**src/rtl/ps2_host_tx_pkg.sv**
```systemverilog
// rtl/ps2_host_tx_pkg.sv - shared PS/2 host transmitter definitions
package ps2_host_tx_pkg;

  typedef enum logic [2:0] {
    ST_IDLE,
    ST_INHIBIT,
    ST_REQ,
    ST_SEND,
    ST_ACK,
    ST_WAIT_REL
  } ps2_state_t;

  localparam logic [7:0] CMD_SET_LEDS = 8'hED;
  localparam logic [7:0] CMD_RESET    = 8'hFF;
  localparam logic [7:0] CMD_ENABLE   = 8'hF4;

  localparam int DEF_INHIBIT_CYCLES = 6000;
  localparam int DEF_TIMEOUT_CYCLES = 750000;
  localparam int DEF_SYNC_STAGES    = 3;

  function automatic logic odd_parity(input logic [7:0] d);
    return ~^d;
  endfunction

endpackage

```
**src/rtl/ps2_host_tx_if.sv**
```systemverilog
// rtl/ps2_host_tx_if.sv - command byte handshake between a client and the PS/2 transmitter
interface ps2_host_tx_if;
  logic [7:0] tx_data;
  logic       tx_valid;
  logic       tx_ready;
  logic       tx_done;
  logic       tx_ack_ok;
  logic       tx_err;

  modport master (
    output tx_data, tx_valid,
    input  tx_ready, tx_done, tx_ack_ok, tx_err
  );

  modport slave (
    input  tx_data, tx_valid,
    output tx_ready, tx_done, tx_ack_ok, tx_err
  );
endinterface

```
**src/rtl/ps2_host_tx_line_sync.sv**
```systemverilog
// rtl/ps2_host_tx_line_sync.sv - PS/2 line synchroniser with a falling-edge strobe on the clock line
module ps2_host_tx_line_sync #(
  parameter int STAGES = 3
) (
  input  logic clk_50m,
  input  logic clr_n,
  input  logic ps2_clk_in,
  input  logic ps2_data_in,
  output logic sync_clk,
  output logic sync_data,
  output logic clk_fall
);
  logic [STAGES-1:0] clk_sr;
  logic [STAGES-1:0] data_sr;
  logic              clk_prev;

  // Idle bus is pulled high, so the chains reset to 1 to avoid a phantom fall.
  always_ff @(posedge clk_50m or negedge clr_n) begin
    if (!clr_n) begin
      clk_sr   <= '1;
      data_sr  <= '1;
      clk_prev <= 1'b1;
    end else begin
      clk_sr   <= {clk_sr[STAGES-2:0], ps2_clk_in};
      data_sr  <= {data_sr[STAGES-2:0], ps2_data_in};
      clk_prev <= clk_sr[STAGES-1];
    end
  end

  assign sync_clk  = clk_sr[STAGES-1];
  assign sync_data = data_sr[STAGES-1];
  assign clk_fall  = clk_prev & ~sync_clk;
endmodule

```
**src/rtl/ps2_host_tx.sv**
```systemverilog
// rtl/ps2_host_tx.sv - PS/2 host-to-device command transmitter
module ps2_host_tx
  import ps2_host_tx_pkg::*;
#(
  parameter int INHIBIT_CYCLES = DEF_INHIBIT_CYCLES,
  parameter int TIMEOUT_CYCLES = DEF_TIMEOUT_CYCLES,
  parameter int SYNC_STAGES    = DEF_SYNC_STAGES
) (
  input  logic         clk_50m,
  input  logic         clr_n,
  ps2_host_tx_if.slave tx,
  output logic         rx_inhibit,
  input  logic         ps2_clk_in,
  input  logic         ps2_data_in,
  output logic         ps2_clk_oe,
  output logic         ps2_data_oe
);
  localparam int               TMR_W    = $clog2(TIMEOUT_CYCLES);
  localparam logic [TMR_W-1:0] INH_LAST = TMR_W'(INHIBIT_CYCLES - 1);
  localparam logic [TMR_W-1:0] TMO_LAST = TMR_W'(TIMEOUT_CYCLES - 1);

  ps2_state_t       state, state_n;
  logic [7:0]       data_q;
  logic             parity_q;
  logic [3:0]       bitcnt;
  logic [TMR_W-1:0] tmr;
  logic             drive_q;
  logic             ack_ok_q;
  logic             sync_clk, sync_data, clk_fall;
  logic             accept, timeout, tmr_restart, done, err, clk_oe, data_oe;

  ps2_host_tx_line_sync #(.STAGES(SYNC_STAGES)) u_sync (
    .clk_50m    (clk_50m),
    .clr_n      (clr_n),
    .ps2_clk_in (ps2_clk_in),
    .ps2_data_in(ps2_data_in),
    .sync_clk   (sync_clk),
    .sync_data  (sync_data),
    .clk_fall   (clk_fall)
  );

  always_comb begin
    state_n     = state;
    accept      = 1'b0;
    tmr_restart = 1'b0;
    done        = 1'b0;
    err         = 1'b0;
    clk_oe      = 1'b0;
    data_oe     = 1'b0;
    timeout     = (state == ST_REQ || state == ST_SEND || state == ST_ACK || state == ST_WAIT_REL)
                  && (tmr == TMO_LAST);
    case (state)
      ST_IDLE: if (tx.tx_valid) begin
        accept  = 1'b1;
        state_n = ST_INHIBIT;
      end
      ST_INHIBIT: begin
        clk_oe = 1'b1;
        if (tmr == INH_LAST) begin
          data_oe     = 1'b1;
          tmr_restart = 1'b1;
          state_n     = ST_REQ;
        end
      end
      ST_REQ: begin
        data_oe = 1'b1;
        state_n = ST_SEND;
      end
      ST_SEND: begin
        data_oe = drive_q;
        if (clk_fall && bitcnt == 4'd9) state_n = ST_ACK;
      end
      ST_ACK: if (clk_fall) state_n = ST_WAIT_REL;
      ST_WAIT_REL: if (sync_clk && sync_data) begin
        done    = 1'b1;
        state_n = ST_IDLE;
      end
      default: state_n = ST_IDLE;
    endcase
    // An unresponsive device must never leave the bus held.
    if (timeout) begin
      state_n = ST_IDLE;
      clk_oe  = 1'b0;
      data_oe = 1'b0;
      done    = 1'b0;
      err     = 1'b1;
    end
  end

  always_ff @(posedge clk_50m or negedge clr_n) begin
    if (!clr_n) begin
      state    <= ST_IDLE;
      data_q   <= '0;
      parity_q <= 1'b0;
      bitcnt   <= '0;
      tmr      <= '0;
      drive_q  <= 1'b0;
      ack_ok_q <= 1'b0;
    end else begin
      state <= state_n;
      if (accept || tmr_restart) tmr <= '0;
      else if (tmr != '1)        tmr <= tmr + 1'b1;
      if (accept) begin
        data_q   <= tx.tx_data;
        parity_q <= odd_parity(tx.tx_data);
        bitcnt   <= '0;
      end
      // bitcnt holds the falls already seen, so it indexes the bit presented on this fall.
      if (state == ST_REQ) begin
        drive_q <= 1'b1;
      end else if (state == ST_SEND && clk_fall) begin
        bitcnt <= bitcnt + 4'd1;
        if (bitcnt < 4'd8)       drive_q <= ~data_q[bitcnt[2:0]];
        else if (bitcnt == 4'd8) drive_q <= ~parity_q;
        else                     drive_q <= 1'b0;
      end
      if (accept || timeout)                 ack_ok_q <= 1'b0;
      else if (state == ST_ACK && clk_fall)  ack_ok_q <= ~sync_data;
    end
  end

  assign tx.tx_ready  = (state == ST_IDLE);
  assign tx.tx_done   = done;
  assign tx.tx_err    = err;
  assign tx.tx_ack_ok = ack_ok_q;
  assign rx_inhibit   = (state != ST_IDLE);
  assign ps2_clk_oe   = clk_oe;
  assign ps2_data_oe  = data_oe;
endmodule

```
**src/flat_wrapper.sv**
```systemverilog
// flat-port wrapper written by rule: the top's interface ports become plain ports
module ps2_host_tx_flat import ps2_host_tx_pkg::*;
#(
  parameter int INHIBIT_CYCLES = DEF_INHIBIT_CYCLES,
  parameter int TIMEOUT_CYCLES = DEF_TIMEOUT_CYCLES,
  parameter int SYNC_STAGES    = DEF_SYNC_STAGES
)
  (clk_50m, clr_n, rx_inhibit, ps2_clk_in, ps2_data_in, ps2_clk_oe, ps2_data_oe, tx_tx_data, tx_tx_valid, tx_tx_ready, tx_tx_done, tx_tx_ack_ok, tx_tx_err);
  ps2_host_tx_if tx_i ();
  input  logic clk_50m;
  input  logic clr_n;
  output logic rx_inhibit;
  input  logic ps2_clk_in;
  input  logic ps2_data_in;
  output logic ps2_clk_oe;
  output logic ps2_data_oe;
  input wire logic [$bits(tx_i.tx_data)-1:0] tx_tx_data;
  input wire logic [$bits(tx_i.tx_valid)-1:0] tx_tx_valid;
  output wire logic [$bits(tx_i.tx_ready)-1:0] tx_tx_ready;
  output wire logic [$bits(tx_i.tx_done)-1:0] tx_tx_done;
  output wire logic [$bits(tx_i.tx_ack_ok)-1:0] tx_tx_ack_ok;
  output wire logic [$bits(tx_i.tx_err)-1:0] tx_tx_err;
  assign tx_i.tx_data = tx_tx_data;
  assign tx_i.tx_valid = tx_tx_valid;
  assign tx_tx_ready = tx_i.tx_ready;
  assign tx_tx_done = tx_i.tx_done;
  assign tx_tx_ack_ok = tx_i.tx_ack_ok;
  assign tx_tx_err = tx_i.tx_err;
  ps2_host_tx #(.INHIBIT_CYCLES(INHIBIT_CYCLES), .TIMEOUT_CYCLES(TIMEOUT_CYCLES), .SYNC_STAGES(SYNC_STAGES)) u_core (.clk_50m(clk_50m), .clr_n(clr_n), .tx(tx_i), .rx_inhibit(rx_inhibit), .ps2_clk_in(ps2_clk_in), .ps2_data_in(ps2_data_in), .ps2_clk_oe(ps2_clk_oe), .ps2_data_oe(ps2_data_oe));
endmodule
```
**config.mk**
```make
export PLATFORM = sky130hd
export DESIGN_NAME = ps2_host_tx_flat
export DESIGN_NICKNAME = d
export VERILOG_FILES = /design/src/rtl/ps2_host_tx_pkg.sv /design/src/rtl/ps2_host_tx_if.sv /design/src/rtl/ps2_host_tx_line_sync.sv /design/src/rtl/ps2_host_tx.sv /design/src/flat_wrapper.sv
export SDC_FILE = /design/constraint.sdc
export NUM_CORES = 1
export LEC_CHECK = 0
export CORE_ASPECT_RATIO = 0.6
export CORE_MARGIN = 3
export CORE_UTILIZATION = 50
export CTS_CLUSTER_SIZE = 28
export DETAILED_ROUTE_END_ITERATION = 10
export PLACE_DENSITY = 0.68
export SKIP_CTS_REPAIR_TIMING = 1
export SYNTH_ARGS = -nofsm -noshare
export SYNTH_HDL_FRONTEND = slang
export SYNTH_SLANG_ARGS = --single-unit
```
**constraint.sdc**
```tcl
create_clock -name clk_50m -period 2.3 [get_ports clk_50m]
set_input_delay 0.345 -clock clk_50m [delete_from_list [all_inputs] [get_ports clk_50m]]
set_output_delay 0.345 -clock clk_50m [all_outputs]
set_load 0.01 [all_outputs]
```
* After elaboration in Yosys (flattened, before gate mapping) *
Index checks and enable logic that the tools add are counted.

storage, ports and cells
  output and inout bits = 7
  input port bits = 13
  word-level logic and storage cells = 83
  flip-flop bits (word level) = 45

operators by class
  $add $sub $neg = 2
  eq/ne operators = 15
  reduce and logical (&&, ||, !) cells = 17
  multiplexer cells = 32
  order comparisons = 2
  bitwise gates (word level) = 5

operator list
  cell                                                                     number
  20-bit two-way mux                                                       2
  20-bit by 1-bit adder with 20-bit output, second input constant          1
  20-bit by 13-bit equality test with 1-bit output, second input constant  1
  20-bit equality test, second input constant                              1
  20-bit inequality test, second input constant                            1
  1-bit two-way mux                                                        18
  3-bit two-way mux                                                        6
  3-bit case mux with 6 select lines                                       1
  4-bit two-way mux                                                        3
  3-bit by 2-bit inequality test with 1-bit output, second input constant  3
  4-bit equality test, second input constant                               2
  8-bit XNOR reduction                                                     1
  3-bit by 2-bit equality test with 1-bit output, second input constant    2
  3-bit equality test, second input constant                               2
  3-bit by 1-bit inequality test with 1-bit output, second input constant  2
  2-bit nonzero test                                                       3
  1-bit logical AND                                                        5
  1-bit logical OR                                                         5
  5-bit AND reduction                                                      1
  4-bit by 1-bit adder with 4-bit output, second input constant            1
  3-bit by 4-bit < comparator with 1-bit output, second input constant     1
  4-bit < comparator, second input constant                                1
  1-bit NOT                                                                4
  1-bit binary-select mux with 3-bit select                                1
  5 further kinds                                                          5

* Logic depth before layout (Yosys ltp) *
Gate-level depths: netlist of run 1.

  word-level depth = 7
  gate-level depth with buffers = 6

* Hierarchy *
From an unflattened synthesis of run 1, not the netlist that was laid out.

unflattened totals
  cell total of the unflattened synthesis = 264
  area, all modules = 2,615.0 µm²

by module, submodules not included
  module                 cells an instance  instances  area each (µm²)
  ps2_host_tx            256                1          2,417.3
  ps2_host_tx_line_sync  8                  1          197.7

* Worst setup path after synthesis of run 1 *
OpenSTA, ideal clock, no wires.

  kind = flip-flop to output port
  start = register u_core.tmr[0]
  end = output ps2_data_oe
  required time = 1.955 ns
  setup slack = 0.215 ns
  stages on the path, launching flop included = 6
  arrival time = 1.740 ns
  cell sequence = dfrtp_1 ha_1 and3_1 nand4b_1 or4_1 a211oi_1

on the way
  cells in the longest elaborated chain, start to end = 4
  elaborated cells on any way between the ends = 6
  those cells by class = 2 x eq/ne; 3 x mux; 1 x reduce/logical

RTL lines
  element                                           line                text
  from (decl)                                       ps2_host_tx.sv:26   logic [TMR_W-1:0] tmr;
  from (signal assigned)                            ps2_host_tx.sv:102  else if (tmr != '1) tmr <= tmr + 1'b1;
  20-bit by 13-bit equality test with 1-bit output  ps2_host_tx.sv:59   if (tmr == INH_LAST) begin
  1-bit two-way mux                                 ps2_host_tx.sv:59
  1-bit case mux with 3 select lines                ps2_host_tx.sv:52   case (state)
  1-bit two-way mux (*)                             ps2_host_tx.sv:81   if (timeout) begin
  to (decl)                                         flat_wrapper.sv:16  output logic ps2_data_oe;

Every way passes the cells marked *; elsewhere a longest branch is shown, timed or not.

* Worst setup path in the final report of run 1 *
  start = register u_core.tmr[18]
  end = output ps2_data_oe

Same word-level chain as after synthesis.

==> results.tsv, run 1 <==
stage	metric	value	unit
placed_design	numPortBuffers	19	
detailed_routing	ant_nets	0	
placed_design	dpl.cell_count	341	
critical_path	r2r_start	u_core.tmr[18]	
detailed_routing	avgViaCountPerCell	6.17	
power_and_ir_drop	power_density	449	nW/um^2
floorplan	fp.dieArea	5770	sq um
logic_synthesis	async_flop_share	100	%
clocking	cts_inserted_buffers	5	
sta	tightest_slew	565	ps
detailed_routing	drc	0	
floorplan	die_h	60.1	microns
critical_path	worstPathArrival	2150	ps
floorplan	rows	18	
logic_synthesis	ys_seq_area_share	46.6	%
power_and_ir_drop	seqPwrFrac	58.1	%
critical_path	crit_required	1960	ps
clocking	h-tree-depth	2	
detailed_routing	dr.pass1.iters	5	
placed_design	postPlaceCellArea	2910	sq um
logic_synthesis	avgSynthCellArea	10.2	sq um
logic_synthesis	synth.top_cells.by_area	dfrtp_1 (39%), dfstp_2 (7.6%), mux2_2 (3.7%)	
clocking	cts_root_buf	clkbuf_8	
global_route	track_usage	23.0	%
logic_synthesis	syn_inst	238	
sta	timing.slew.headroom	62.3	%
global_route	grt_overflow_total	0	
logic_synthesis	synth_seq_cells	45	
finish	stdcell_area	3090	sq um
finish	finalNonFillerCells	356	
power_and_ir_drop	p_leak	1.34	nW
critical_path	worstSetupEndpointType	primary output	
critical_path	path_class	flip-flop to primary output	
power_and_ir_drop	p_int	1.05	mW
min_path	holdCritPathClass	primary input to async pin	
logic_synthesis	synthTopCellsByCount	dfrtp_1 (38), a21oi_1 (17), nor3_1 (14)	
logic_synthesis	synth-edff-count	0	
sta	rsz0062_at_grt	yes	
power_and_ir_drop	design_power_total	1.39	mW
clocking	clk_latency	310	ps
clocking	cts_tree	done	
finish	nNetsFinal	311	
power_and_ir_drop	p_sw_share	24.4	%
finish	layout-area-overhead-vs-synth	26.9	%
power_and_ir_drop	power_frac_comb	4.8	%
clocking	path_clk_slew	100	ps
outcome	violations	setup timing	
sta	max_freq	401	MHz
logic_synthesis	synth_top_area_share	39.1	%
critical_path	critPathLaunch	u_core.tmr[18]	
detailed_routing	dr_total_vias	2196	
sta	finalHoldViolations	0	
job	max_cap_viol_count	0	
power_and_ir_drop	irDropWorstVdd	0.408	mV
sta	finalSetupViolations	3	
logic_synthesis	synth_area	2430	sq um
logic_synthesis	synth_warnings	0	
global_route	grt_max_degree	46	
critical_path	cp-start-kind	flip-flop	
finish	antenna_cells	0	
critical_path	critical_path.max_fanout	2	
outcome	status	finished with violations	
detailed_routing	avgRoutedWirePerCell	17.7	microns
finish	drive_above_1_share	29.4	%
sta	fin_crit_sh	108	%
global_route	antenna_found_initial	0	
sta	fin_skew	8.09	ps
logic_synthesis	synth_most_common_cell	dfrtp_1	
clocking	clk_path_buf_depth	2	
clocking	clock_sinks	45	
sta	finalMaxSlewViolations	0	
floorplan	die_x	96.1	microns
power_and_ir_drop	clockPowerShare	37.1	%
floorplan	coreArea	4390	sq um
sta	fin_ws	-194	ps
power_and_ir_drop	switchingPower	338	uW
global_route	grt_pass1_wl	9.80	mm
logic_synthesis	synth_nets	254	
logic_synthesis	ys_types	53	
placed_design	hpwl	4.51	mm
global_route	first_global_vias	1905	
floorplan	io_pins	20	
placed_design	gp_congestion	0.857	
logic_synthesis	synth.largest_area_cell	dfrtp_1	
detailed_routing	postRouteWirelength	6.29	mm
sta	period_minus_slack	2490	ps
sta	holdWs	108	ps
floorplan	initial_utilization	55.4	%
detailed_routing	initialDrtViolationCount	181	
logic_synthesis	synthFlopType	dfrtp_1	
placed_design	post-place-ws	-392	ps
## critical path, stage by stage (launching register included)
cell and delay, ps:
dfrtp_1 420, nor4b_4 350, nand4_1 190, or4_4 520
a211oi_2 200, buf_2 160
## through the flow
step | TNS [ps] | util (%)
finish | -362 | 70.4
global route | -599 | 70.4
CTS | -1680 | 68.4
detailed placement | -660 | 66.3
global placement | -323 | 66.3
floorplan | 0 | -
## final cells by class
| type | count | area (sq um) |
|---|---|---|
| sequential | 45 | 1130 |
| inverter | 5 | 18.8 |
| timing repair buffer | 61 | 499 |
| tap | 60 | 75.1 |
| fill | 352 | 1300 |
| clock buffer | 5 | 68.8 |
| clock inverter | 3 | 22.5 |
| multi-input combinational | 177 | 1270 |
## path summary, 6_finish.rpt
check	depth (start not counted)	endpoint	slack, ps
setup / recovery	5	ps2_data_oe	-190
hold / removal	2	u_core.state[2]	110
setup reg to reg	7	u_core.tmr[17]	240
hold reg to reg	0	u_core.u_sync.clk_sr[1]	360
max in group asynchronous	2	u_core.u_sync.data_sr[2]	1800
min in group clk_50m	0	u_core.u_sync.clk_sr[1]	360
## state kept, by name (all words and copies together) (netlist names)
register / flops
u_core.u_sync.clk_sr: 3
u_core.u_sync.data_sr: 3
u_core.data_q: 8
u_core.tmr: 20
u_core.tx.tx_ack_ok: 1
u_core.drive_q: 1
u_core.parity_q: 1
u_core.state: 3
u_core.bitcnt: 4
u_core.u_sync.clk_prev: 1
## per-layer routing
layer  part of all wire (%)  wire (microns)  GRT usage, %
met5                      0               0             0
met4                   0.60              38          4.25
met3                     10             652          5.41
met2                     38            2410          28.0
met1                     51            3180          39.5
## cells by family after synthesis
group | count (synthesis) | share of synthesized area, %
AOI/OAI and AO/OA | 55 | 14.6
xor gates and xnor gates | 8 | 2.88
adders and majority gates | 3 | 1.54
muxes | 10 | 5.55
and+or+nand+nor | 101 | 26.0
buffers and inverters | 16 | 2.88
DFF | 45 | 46.6
## power by group through the flow
stage	Combinational, mW	Sequential, mW	Clock (mW)
after global routing	0.0741	0.807	0.563
after global placement	0.0676	0.821	0
final	0.0669	0.806	0.514
after floorplan	0.0242	0.819	0
after CTS	0.0689	0.806	0.519
after detailed placement	0.0685	0.821	0
## cell usage in the layout (no fill, tap or decap), types with 2 or more instances in the layout
cell / Yosys / layout
a211oi_1: 7 / 6
a21oi_1: 17 / 17
a31oi_1: 4 / 4
and2_1: 5 / 5
and3_1: 5 / 4
buf_2: 8 / 3
buf_4: 0 / 40
buf_6: 0 / 3
clkbuf_8: 0 / 5
clkdlybuf4s50_1: 0 / 15
clkinvlp_4: 0 / 3
dfrtp_1: 38 / 38
dfstp_2: 7 / 7
ha_1: 3 / 2
inv_1: 5 / 5
mux2_2: 8 / 8
mux4_2: 2 / 2
nand2_1: 13 / 13
nand2b_1: 3 / 3
nand3_1: 11 / 11
nand3b_1: 2 / 2
nand4_1: 6 / 6
nor2_1: 9 / 9
nor2b_1: 6 / 6
nor3_1: 14 / 13
nor3_2: 2 / 3
nor3b_2: 1 / 2
nor4_1: 5 / 5
o21ai_0: 10 / 10
o31ai_1: 5 / 4
or3_1: 3 / 3
or4_1: 5 / 4
xnor2_1: 7 / 7
Power figures use the tool's default switching activity.
==> inputs of run 2 (changes only) <==
--- a/config.mk
+++ b/config.mk
@@ -10,6 +10,8 @@
 export CORE_UTILIZATION = 50
 export CTS_CLUSTER_SIZE = 28
 export DETAILED_ROUTE_END_ITERATION = 10
+export GPL_ROUTABILITY_DRIVEN = 1
+export HOLD_SLACK_MARGIN = 0.15
 export PLACE_DENSITY = 0.68
 export SKIP_CTS_REPAIR_TIMING = 1
 export SYNTH_ARGS = -nofsm -noshare
==> results.tsv, run 2 (synthesis gave the netlist of run 1 again) <==
stage	metric	value	unit	change
outcome	status	finished with violations		unchanged
outcome	violations	setup timing		unchanged
sta	fin_skew	8.06	ps	was 8.09 ps
power_and_ir_drop	p_leak	1.35	nW	was 1.34 nW
detailed_routing	ant_nets	0		unchanged
floorplan	fp.dieArea	5770	sq um	unchanged
critical_path	worstSetupEndpointType	primary output		unchanged
clocking	cts_root_buf	clkbuf_8		unchanged
global_route	first_global_vias	1905		unchanged
placed_design	gp_congestion	0.857		unchanged
sta	rsz0062_at_grt	yes		unchanged
detailed_routing	initialDrtViolationCount	186		was 181
clocking	h-tree-depth	2		unchanged
detailed_routing	avgViaCountPerCell	6.18		was 6.17
critical_path	path_class	flip-flop to primary output		unchanged
critical_path	critical_path.top_delay_family	simple AND/OR/NAND/NOR gates		unchanged
floorplan	die_h	60.1	microns	unchanged
finish	regMostFlops	u_core.tmr		unchanged
clocking	cts_tree	done		unchanged
finish	antenna_cells	0		unchanged
finish	reg.largest.list	u_core.tmr: 20 flops, u_core.data_q: 8 flops, u_core.bitcnt: 4 flops		unchanged
global_route	antenna_found_initial	0		unchanged
placed_design	hpwl	4.51	mm	unchanged
detailed_routing	postRouteWirelength	6.27	mm	was 6.29 mm
floorplan	rows	18		unchanged
global_route	track_usage	23.0	%	unchanged
sta	timing.slew.headroom	62.1	%	was 62.3%
critical_path	critPathSlowestCell	or4_4		unchanged
placed_design	numPortBuffers	19		unchanged
critical_path	r2r_end	u_core.tmr[17]		unchanged
critical_path	critical_path.max_fanout	2		unchanged
finish	register_area	1130	sq um	unchanged
job	max_cap_viol_count	0		unchanged
critical_path	path_cells	nor4b_4, nand4_1, or4_4, a211oi_2, buf_2		unchanged
sta	fin_crit_sh	107	%	was 108%
clocking	clk_latency	310	ps	about the same
floorplan	io_pins	20		unchanged
global_route	grt_max_degree	46		unchanged
finish	drive_above_1_share	29.3	%	was 29.4%
finish	mostFrequentLayoutCell	buf_4		unchanged
detailed_routing	dr_total_vias	2205		was 2,196
sta	finalSetupViolations	3		unchanged
detailed_routing	dr.pass1.iters	5		unchanged
min_path	worstHoldStart	u_core.u_sync.clk_sr[0]		
critical_path	worstPathArrival	2120	ps	was 2150 ps
critical_path	r2r_slack	250	ps	was 240 ps
global_route	grt_overflow_total	0		unchanged
placed_design	postPlaceCellArea	2910	sq um	unchanged
sta	max_freq	406	MHz	was 401 MHz
sta	period_minus_slack	2470	ps	was 2490 ps
finish	largest_reg_flops	20		unchanged
detailed_routing	avgRoutedWirePerCell	17.6	microns	was 17.7 microns
global_route	grt_pass1_wl	9.80	mm	unchanged
finish	n_fill_cell	351		was 352
finish	layout_common_cells	buf_4 (40), dfrtp_1 (38), a21oi_1 (17), clkdlybuf4s50_1 (15)		unchanged
critical_path	crit_required	1960	ps	about the same
finish	multiInputGateArea	1270	sq um	unchanged
clocking	clock_sinks	45		unchanged
critical_path	crit_buf_inv	1		unchanged
critical_path	worstSetupEndpoint	ps2_data_oe		unchanged
power_and_ir_drop	irDropWorstVdd	0.408	mV	about the same
finish	stdcell_area	3100	sq um	was 3090 sq um
floorplan	coreArea	4390	sq um	unchanged
critical_path	slowest_delay	520	ps	about the same
sta	fin_ws	-165	ps	was -194 ps
critical_path	r2r_start	u_core.tmr[18]		unchanged
sta	tightest_slew	568	ps	was 565 ps
critical_path	rr_worst_depth	7		unchanged
floorplan	initial_utilization	55.4	%	unchanged
critical_path	cp.depth	5		unchanged
clocking	cts_inserted_buffers	5		unchanged
floorplan	die_x	96.1	microns	unchanged
clocking	path_clk_slew	90	ps	was 100 ps
power_and_ir_drop	power_density	448	nW/um^2	was 449 nW/um^2
sta	finalMaxSlewViolations	0		unchanged
sta	holdWs	361	ps	was 108 ps
sta	finalHoldViolations	0		unchanged
clocking	clk_path_buf_depth	2		unchanged
critical_path	critPathLaunch	u_core.tmr[18]		unchanged
critical_path	cp-start-kind	flip-flop		unchanged
min_path	holdCritPathClass	flip-flop to flip-flop		was primary input to async pin
detailed_routing	drc	0		unchanged
finish	layout-area-overhead-vs-synth	27.3	%	was 26.9%
finish	nNetsFinal	312		was 311
==> run 2: power breakdown <==
group	internal, mW	switching (mW)
Combinational	0.0344	0.0339
Sequential	0.802	0.00398
Clock	0.214	0.300
Total	1.05	0.338
==> run 2: through the flow <==
| stage | setup slack, ps | instances | utilization, % | TNS [ps] | total power [mW] |
|---|---|---|---|---|---|
| CTS | -731 | 349 | 68.4 | -1680 | 1.39 |
| global placement | -295 | 341 | 66.3 | -323 | 0.888 |
| finish | -165 | 357 | 70.6 | -361 | 1.39 |
| floorplan | 215 | 238 | - | 0 | 0.844 |
| detailed placement | -392 | 341 | 66.3 | -660 | 0.889 |
| global route | -283 | 357 | 70.6 | -599 | 1.45 |
==> run 2: how the worst min path moves through the flow <==
stage	slack, ps	end	depth (start not counted)
global route	370	u_core.u_sync.clk_sr[2]	0
CTS	140	u_core.state[0]	2
finish	360	u_core.u_sync.clk_sr[1]	0
global placement	350	u_core.u_sync.data_sr[1]	0
floorplan	50	u_core.bitcnt[0]	0
detailed placement	350	u_core.u_sync.clk_sr[1]	0
==> run 2: cell type report <==
type	instances	share of cell area [%]
Inverter	5	0.605
Clock buffer	5	2.22
Multi-Input combinational cell	177	41.0
Timing Repair Buffer	62	16.4
Tap cell	60	2.42
Clock inverter	3	0.726
Sequential cell	45	36.6
==> run 2: routing by layer <==
layer  routed length (microns)  up-vias  part of all wire, %  GRT usage (%)
li1                          -     1017                    -              -
met5                         0        -                    0              0
met3                       608       10                  9.7           5.41
met1                      3230     1054                   51           39.5
met4                        42        0                 0.67           4.25
met2                      2400      124                   38           28.0
==> run 2: worst reg2reg max path, delay by kind of cell (launching register included) <==
| family | cells | cell delay, ps |
|---|---|---|
| AO/OA/AOI/OAI | 2 | 410 |
| buffers and inverters | 3 | 600 |
| flip-flops | 1 | 420 |
| AND/OR/NAND/NOR | 2 | 520 |
